`src/rtl/axis_signal_gen_v6_ctrl.sv`:
```
// Signal-generator control: snapshots waveform registers on each we_reg rising edge
// into a descriptor FIFO and streams each descriptor REP+1 times over an AXIS master.
module axis_signal_gen_v6_ctrl #(
  parameter int FREQW  = 32,
  parameter int PHASEW = 32,
  parameter int ADDRW  = 16,
  parameter int GAINW  = 16,
  parameter int NSAMPW = 16,
  parameter int REPW   = 8,
  parameter int DEPTH  = 8,
  parameter int TDATAW = 128
) (
  input  logic                       aclk,
  input  logic                       rst,
  input  logic [FREQW-1:0]           freq_reg,
  input  logic [PHASEW-1:0]          phase_reg,
  input  logic [ADDRW-1:0]           addr_reg,
  input  logic [GAINW-1:0]           gain_reg,
  input  logic [NSAMPW-1:0]          nsamp_reg,
  input  logic [1:0]                 outsel_reg,
  input  logic                       mode_reg,
  input  logic                       stdysel_reg,
  input  logic                       phrst_reg,
  input  logic [REPW-1:0]            rep_reg,
  input  logic                       we_reg,
  input  logic                       flush,
  output logic                       m_axis_tvalid,
  input  logic                       m_axis_tready,
  output logic [TDATAW-1:0]          m_axis_tdata,
  output logic [$clog2(DEPTH):0]     fifo_count,
  output logic                       ovf,
  output logic                       busy
);

  localparam int DESCW     = FREQW + PHASEW + ADDRW + GAINW + NSAMPW + 5;
  localparam int ENTW      = DESCW + REPW;
  localparam int AW        = $clog2(DEPTH);
  localparam int CW        = AW + 1;
  localparam int PHRST_BIT = DESCW - 1;
  localparam logic [CW-1:0] DEPTH_C = CW'(DEPTH);

  generate
    if (DESCW > TDATAW) begin : g_tdata_too_narrow
      $error("axis_signal_gen_v6_ctrl: descriptor fields exceed TDATAW");
    end
    if (DEPTH < 2 || (DEPTH & (DEPTH - 1)) != 0) begin : g_bad_depth
      $error("axis_signal_gen_v6_ctrl: DEPTH must be a power of 2 and >= 2");
    end
  endgenerate

  typedef enum logic {IDLE, SEND} state_t;

  state_t              state_q, state_d;
  logic                we_d_q;
  logic [ENTW-1:0]     mem_q [DEPTH];
  logic [AW-1:0]       wr_ptr_q, wr_ptr_d, rd_ptr_q, rd_ptr_d;
  logic [CW-1:0]       count_q, count_d;
  logic [REPW-1:0]     rep_cnt_q, rep_cnt_d;
  logic                tvalid_q, tvalid_d;
  logic [TDATAW-1:0]   tdata_q, tdata_d;
  logic                ovf_q, ovf_d;

  logic                push_req, push_ok, pop, hs, fifo_empty;
  logic [ENTW-1:0]     entry_in, head;

  always_comb begin
    push_req   = we_reg & ~we_d_q;
    entry_in   = {rep_reg, phrst_reg, stdysel_reg, mode_reg, outsel_reg,
                  nsamp_reg, gain_reg, addr_reg, phase_reg, freq_reg};
    head       = mem_q[rd_ptr_q];
    fifo_empty = (count_q == '0);
    hs         = tvalid_q & m_axis_tready;

    state_d    = state_q;
    rep_cnt_d  = rep_cnt_q;
    tvalid_d   = tvalid_q;
    tdata_d    = tdata_q;
    pop        = 1'b0;

    unique case (state_q)
      IDLE: begin
        if (!fifo_empty && !flush) begin
          pop       = 1'b1;
          tdata_d   = TDATAW'(head[DESCW-1:0]);
          rep_cnt_d = head[ENTW-1:DESCW];
          tvalid_d  = 1'b1;
          state_d   = SEND;
        end
      end
      SEND: begin
        if (hs) begin
          if (rep_cnt_q != '0 && !flush) begin
            // Repeats replay the same descriptor; only the first beat may reset phase.
            rep_cnt_d          = rep_cnt_q - REPW'(1);
            tdata_d[PHRST_BIT] = 1'b0;
          end else if (!fifo_empty && !flush) begin
            pop       = 1'b1;
            tdata_d   = TDATAW'(head[DESCW-1:0]);
            rep_cnt_d = head[ENTW-1:DESCW];
          end else begin
            tvalid_d = 1'b0;
            state_d  = IDLE;
          end
        end
      end
      default: state_d = IDLE;
    endcase

    if (flush) rep_cnt_d = '0;

    // A full FIFO still accepts when the head leaves in the same cycle; flush discards.
    push_ok  = push_req & ~flush & ((count_q != DEPTH_C) | pop);
    wr_ptr_d = wr_ptr_q + AW'(push_ok);
    rd_ptr_d = rd_ptr_q + AW'(pop);
    count_d  = count_q;
    unique case ({push_ok, pop})
      2'b10:   count_d = count_q + CW'(1);
      2'b01:   count_d = count_q - CW'(1);
      default: count_d = count_q;
    endcase
    ovf_d = ovf_q | (push_req & ~push_ok);

    if (flush) begin
      wr_ptr_d = '0;
      rd_ptr_d = '0;
      count_d  = '0;
      ovf_d    = 1'b0;
    end
  end

  always_ff @(posedge aclk) begin
    if (rst) begin
      state_q   <= IDLE;
      we_d_q    <= 1'b1;
      wr_ptr_q  <= '0;
      rd_ptr_q  <= '0;
      count_q   <= '0;
      rep_cnt_q <= '0;
      tvalid_q  <= 1'b0;
      tdata_q   <= '0;
      ovf_q     <= 1'b0;
    end else begin
      state_q   <= state_d;
      we_d_q    <= we_reg;
      wr_ptr_q  <= wr_ptr_d;
      rd_ptr_q  <= rd_ptr_d;
      count_q   <= count_d;
      rep_cnt_q <= rep_cnt_d;
      tvalid_q  <= tvalid_d;
      tdata_q   <= tdata_d;
      ovf_q     <= ovf_d;
    end
  end

  always_ff @(posedge aclk) begin
    if (push_ok && !rst) mem_q[wr_ptr_q] <= entry_in;
  end

  assign m_axis_tvalid = tvalid_q;
  assign m_axis_tdata  = tdata_q;
  assign fifo_count    = count_q;
  assign ovf           = ovf_q;
  assign busy          = (state_q == SEND) | (count_q != '0);

endmodule

```
`config.mk`:
```
export PLATFORM = sky130hd
export DESIGN_NAME = axis_signal_gen_v6_ctrl
export DESIGN_NICKNAME = d
export VERILOG_FILES = /design/src/rtl/axis_signal_gen_v6_ctrl.sv
export SDC_FILE = /design/constraint.sdc
export NUM_CORES = 1
export LEC_CHECK = 0
export CAP_MARGIN = 25
export CELL_PAD_IN_SITES_DETAIL_PLACEMENT = 1
export CELL_PAD_IN_SITES_GLOBAL_PLACEMENT = 2
export CORE_AREA = 8 8 330 332
export CTS_CLUSTER_DIAMETER = 50
export DETAILED_ROUTE_END_ITERATION = 7
export DIE_AREA = 0 0 338 340
export PLACE_DENSITY = 0.73
export SKIP_LAST_GASP = 1
export SLEW_MARGIN = 20
export SYNTH_ARGS = -nofsm -noshare
export SYNTH_HDL_FRONTEND = slang
export SYNTH_SLANG_ARGS = --single-unit
```
`constraint.sdc`:
```
create_clock -name aclk -period 16.2 [get_ports aclk]
set_input_delay 3.24 -clock aclk [delete_from_list [all_inputs] [get_ports aclk]]
set_output_delay 3.24 -clock aclk [all_outputs]
set_load 0.02 [all_outputs]
```
==> results.md <==
- Rel. slew slack: 32.60%
- Setup WS pre-CTS: between 7 and 8 ns
- Sequential element share of the synthesized area: between 70% and 80%
- Placed instance count: around 3600
- Final setup violation count: 0
- Xor/xnor cell area share of the yosys netlist: less than 1%
- Post-CTS Hold Fix Bufs: 0
- Worst hold path type: flop to flop
- Final Util: between 40% and 50%
- Final Hold Vio Count: 0
- Die area: 114900 um^2
- Iteration-0 DRC Markers: between 1000 and 1500
- Initial antenna violation count: 21
- Post-synth top cells: edfxtp_1 (1000), mux4_2 (249), dfxtp_1 (139), nor2_1 (130), mux2i_1 (124)
- Seq cells post-synth: 1139
- Largest family of logic cells by synthesized area: multiplexers
- CP arrival: about 7.8 ns
- Share of layout cells above drive strength 1: 24.13%
- Slowest CP cell: buf_4
- Max frequency: between 100 and 150 MHz
- Met1 WL: between 40 and 50 mm
- Max Buffers Root-to-Sink: 3
- Cell Area, Synth: between 40000 and 50000 um^2
- Die Width: ~340 um
- CP Max Fanout: 92
- Worst-Margin Slew: 1.011 ns
- IO Port Bufs: approximately 250
- Vias per Instance: between 5 and 6
- Yosys top cell by area: edfxtp_1
- Area of placed instances: between 40000 and 50000 um^2
- First-pass GRT wire length: 147.8 mm
- Setup slack after layout: 8.747 ns
- Worst-path clk slew: 0.06 ns
- Htree depth: 3
- RSZ-0062 raised after global routing: false
- Post-route cell area: ~50000 um^2
- DRT Pass-1 Iters: 4
- Final wirelength: 98.99 mm
- Distinct cells, synth: 62
- Logic pwr share: under 10%
- Lkg Pwr: about 15 nW
- Slew Limit Fails: 0
- Power per cell area: 117.9 nW/um^2
- Critical path class: input port to flop
- CTS resizes: 0
- Nets: around 2500
- Antenna-violating nets left: 0
- Remaining DRCs: 0
- TritonCTS clock tree: yes
- HPWL after DPL: 56.53 mm
- CP Capture Type: flop
- Top cell type's share of synthesized area: a little over two thirds
- GR Util All Layers: about 17%
- DR vias: approximately 20000
- Top post-synthesis cells by area: edfxtp_1 (70%), mux4_2 (13%), dfxtp_1 (6.4%), mux2i_1 (2.9%), a211oi_2 (2.7%)
- Worst-path cell chain: clkdlybuf4s50_1 -> nand2b_1 -> a21o_4 -> nand2_2 -> inv_8 -> o21ai_2 -> nor2_4 -> buf_4 -> buf_4 -> buf_12
- Clk Latency, worst-skew pair: roughly 0.7 ns
- Outcome: finished, final reports clean
- Cell count after synthesis: about 2000
- Metal3 WL: 5.010 mm
- Core area: roughly 100000 um^2
- I/O pins: 265
- Synth Area in Adders: 0.2493%
- Setup TNS: 0 ns
- Cell row count: approximately 120
- Worst VDD drop: 0.00008894 V
- Synth async-reset ratio: 0%
- Top delay family on crit path: buffers and inverters
- WP buf/inv: 5
- Post-synthesis mux area share: around 16%
- Uppermost layer routed: met5
- Clock share of power: between 40% and 50%
- Pint: 4.810 mW
- Gp weighted congestion: 0.7262
- Number of synthesized flops with an enable pin: 1000
- Syn avg cell area: around 21 um^2
- Die outline height: 340 um
- Crit-path most repeated cell: buf_4
- Sink Count: 1139
- # fillers: 9331
- Starting Density: between 40% and 50%
- Final min period: 7.453 ns
- Post-Synth Simple-Gate Area: between 2 and 2.5%
- Slowest stage delay, CP: around 0.81 ns
- Max cap viols: 0
- CTS Root Cell: clkbuf_16
- Top-count cell post-synth: edfxtp_1
- Gr ovfl total: 0
- Final cell count without fillers: roughly 3800
- Total CTS buffers: between 100 and 150
- Vias in the first global route: 22460
- Clk_skew: approximately 0.034 ns
- Period utilisation layout: 46.01%
- Worst setup SP type: input port
- Per-cell routed wire length: ~26 um
- Sw Share: about a fifth
- Share of total power in sequential cells: a little over half
- Largest net degree at the start of global routing: ~130
- Routed met2 length: approximately 50 mm
- Main synth FF type: edfxtp_1
- Sw power: about 1.2 mW
- Post CTS Setup Buffer Count: 0
- Synthesis-to-finish area growth: 18.58%
- Ys Warns: 0
- Synth Area in Compound Gates: 3.992%
- WP data required: between 15 and 20 ns
[logic make-up (layout without fill, tap and decap cells)]
family / count (synthesis) / count (layout)
buffers and inverters: 136 / 521
other: 1 / 21
AO/OA/AOI/OAI: 172 / 172
multiplexers: 374 / 374
XOR/XNOR: 3 / 3
adder cells (fa/ha/maj): 8 / 8
flip-flops: 1139 / 1139
AND/OR/NAND/NOR: 192 / 192
[area by class of cell]
type | count | area (um^2) | share of cell area [%]
antenna | 10 | 25.02 | 0.04890
clock buffer | 168 | 3410 | 6.663
clock inverter | 61 | 541.8 | 1.059
inverter | 10 | 45.04 | 0.08802
multi-input combinational | 760 | 9698 | 18.95
sequential | 1139 | 32820 | 64.14
tap | 1391 | 1740 | 3.401
timing repair buffer | 282 | 2892 | 5.650
[through the flow]
stage,power (mW),hold slack [ns]
global route,6.215,0.5155
floorplan,3.318,0.4722
finish,6.035,0.4729
global placement,3.395,0.4549
detailed placement,3.404,0.4689
CTS,6.107,0.4824
[power by group through the flow]
| stage | sequential (mW) | clock [mW] | combinational (mW) |
|---|---|---|---|
| after floorplan | 3.27 | 0 | 0.0451 |
| after global placement | 3.26 | 0 | 0.130 |
| after detailed placement | 3.27 | 0 | 0.138 |
| after CTS | 3.20 | 2.77 | 0.138 |
| after global routing | 3.20 | 2.87 | 0.147 |
| final | 3.20 | 2.70 | 0.136 |
[layout by cell type, fill, tap and decap left out, types with 4 or more instances in the layout]
master | Yosys | final
a211oi_2 | 94 | 94
clkinv_4 | 0 | 7
edfxtp_1 | 1000 | 1000
a21oi_1 | 13 | 13
and2_1 | 5 | 5
nor2_1 | 130 | 129
clkinvlp_4 | 0 | 5
nand2_1 | 10 | 10
diode_2 | 0 | 10
inv_6 | 0 | 8
buf_12 | 0 | 9
mux2i_1 | 124 | 124
clkdlybuf4s50_1 | 0 | 252
dfxtp_1 | 139 | 136
nor3_1 | 7 | 4
nand2b_1 | 7 | 7
ha_1 | 7 | 7
buf_4 | 19 | 17
a211oi_1 | 25 | 25
o211ai_1 | 5 | 5
clkbuf_8 | 0 | 12
nand3_1 | 6 | 6
clkbuf_1 | 46 | 31
inv_1 | 9 | 9
mux4_2 | 249 | 249
o21ai_0 | 11 | 11
clkinv_1 | 0 | 14
clkinv_2 | 0 | 17
a31oi_1 | 5 | 5
clkbuf_16 | 0 | 125
conb_1 | 1 | 11
bufinv_16 | 0 | 5
[metal layers]
layer / track usage, % / vias up
met5: 0 / -
met2: 29.54 / 430
li1: - / 8942
met4: 5.559 / 10
met1: 21.65 / 10740
met3: 3.503 / 171
[sequential cells by signal, summed over array words and instances (netlist names)]
| name | count |
|---|---|
| we_d_q | 1 |
| state_q | 1 |
| rep_cnt_q | 8 |
| m_axis_tvalid | 1 |
| mem_q | 1000 |
| ovf | 1 |
| rd_ptr_q | 3 |
| m_axis_tdata | 117 |
| wr_ptr_q | 3 |
| fifo_count | 4 |
[final timing paths]
check / startpoint / end / slack, ns / depth (start not counted)
setup / recovery: flush / mem_q[0][59] / 8.75 / 10
hold / removal: ovf / ovf / 0.47 / 1
setup reg to reg: rep_cnt_q[0] / mem_q[0][59] / 11.20 / 11
hold reg to reg: ovf / ovf / 0.47 / 1
[worst register-to-register path, stage by stage, from the launching register on]
cell and delay, ns:
dfxtp_1 0.34, inv_1 0.07, ha_1 0.20, nor3b_2 0.39
a21o_4 0.22, nand2_2 0.10, inv_8 0.47, o21ai_2 0.39
nor2_4 0.65, buf_4 0.83, buf_4 0.64, buf_12 0.34
Power figures use the tool's default switching activity.
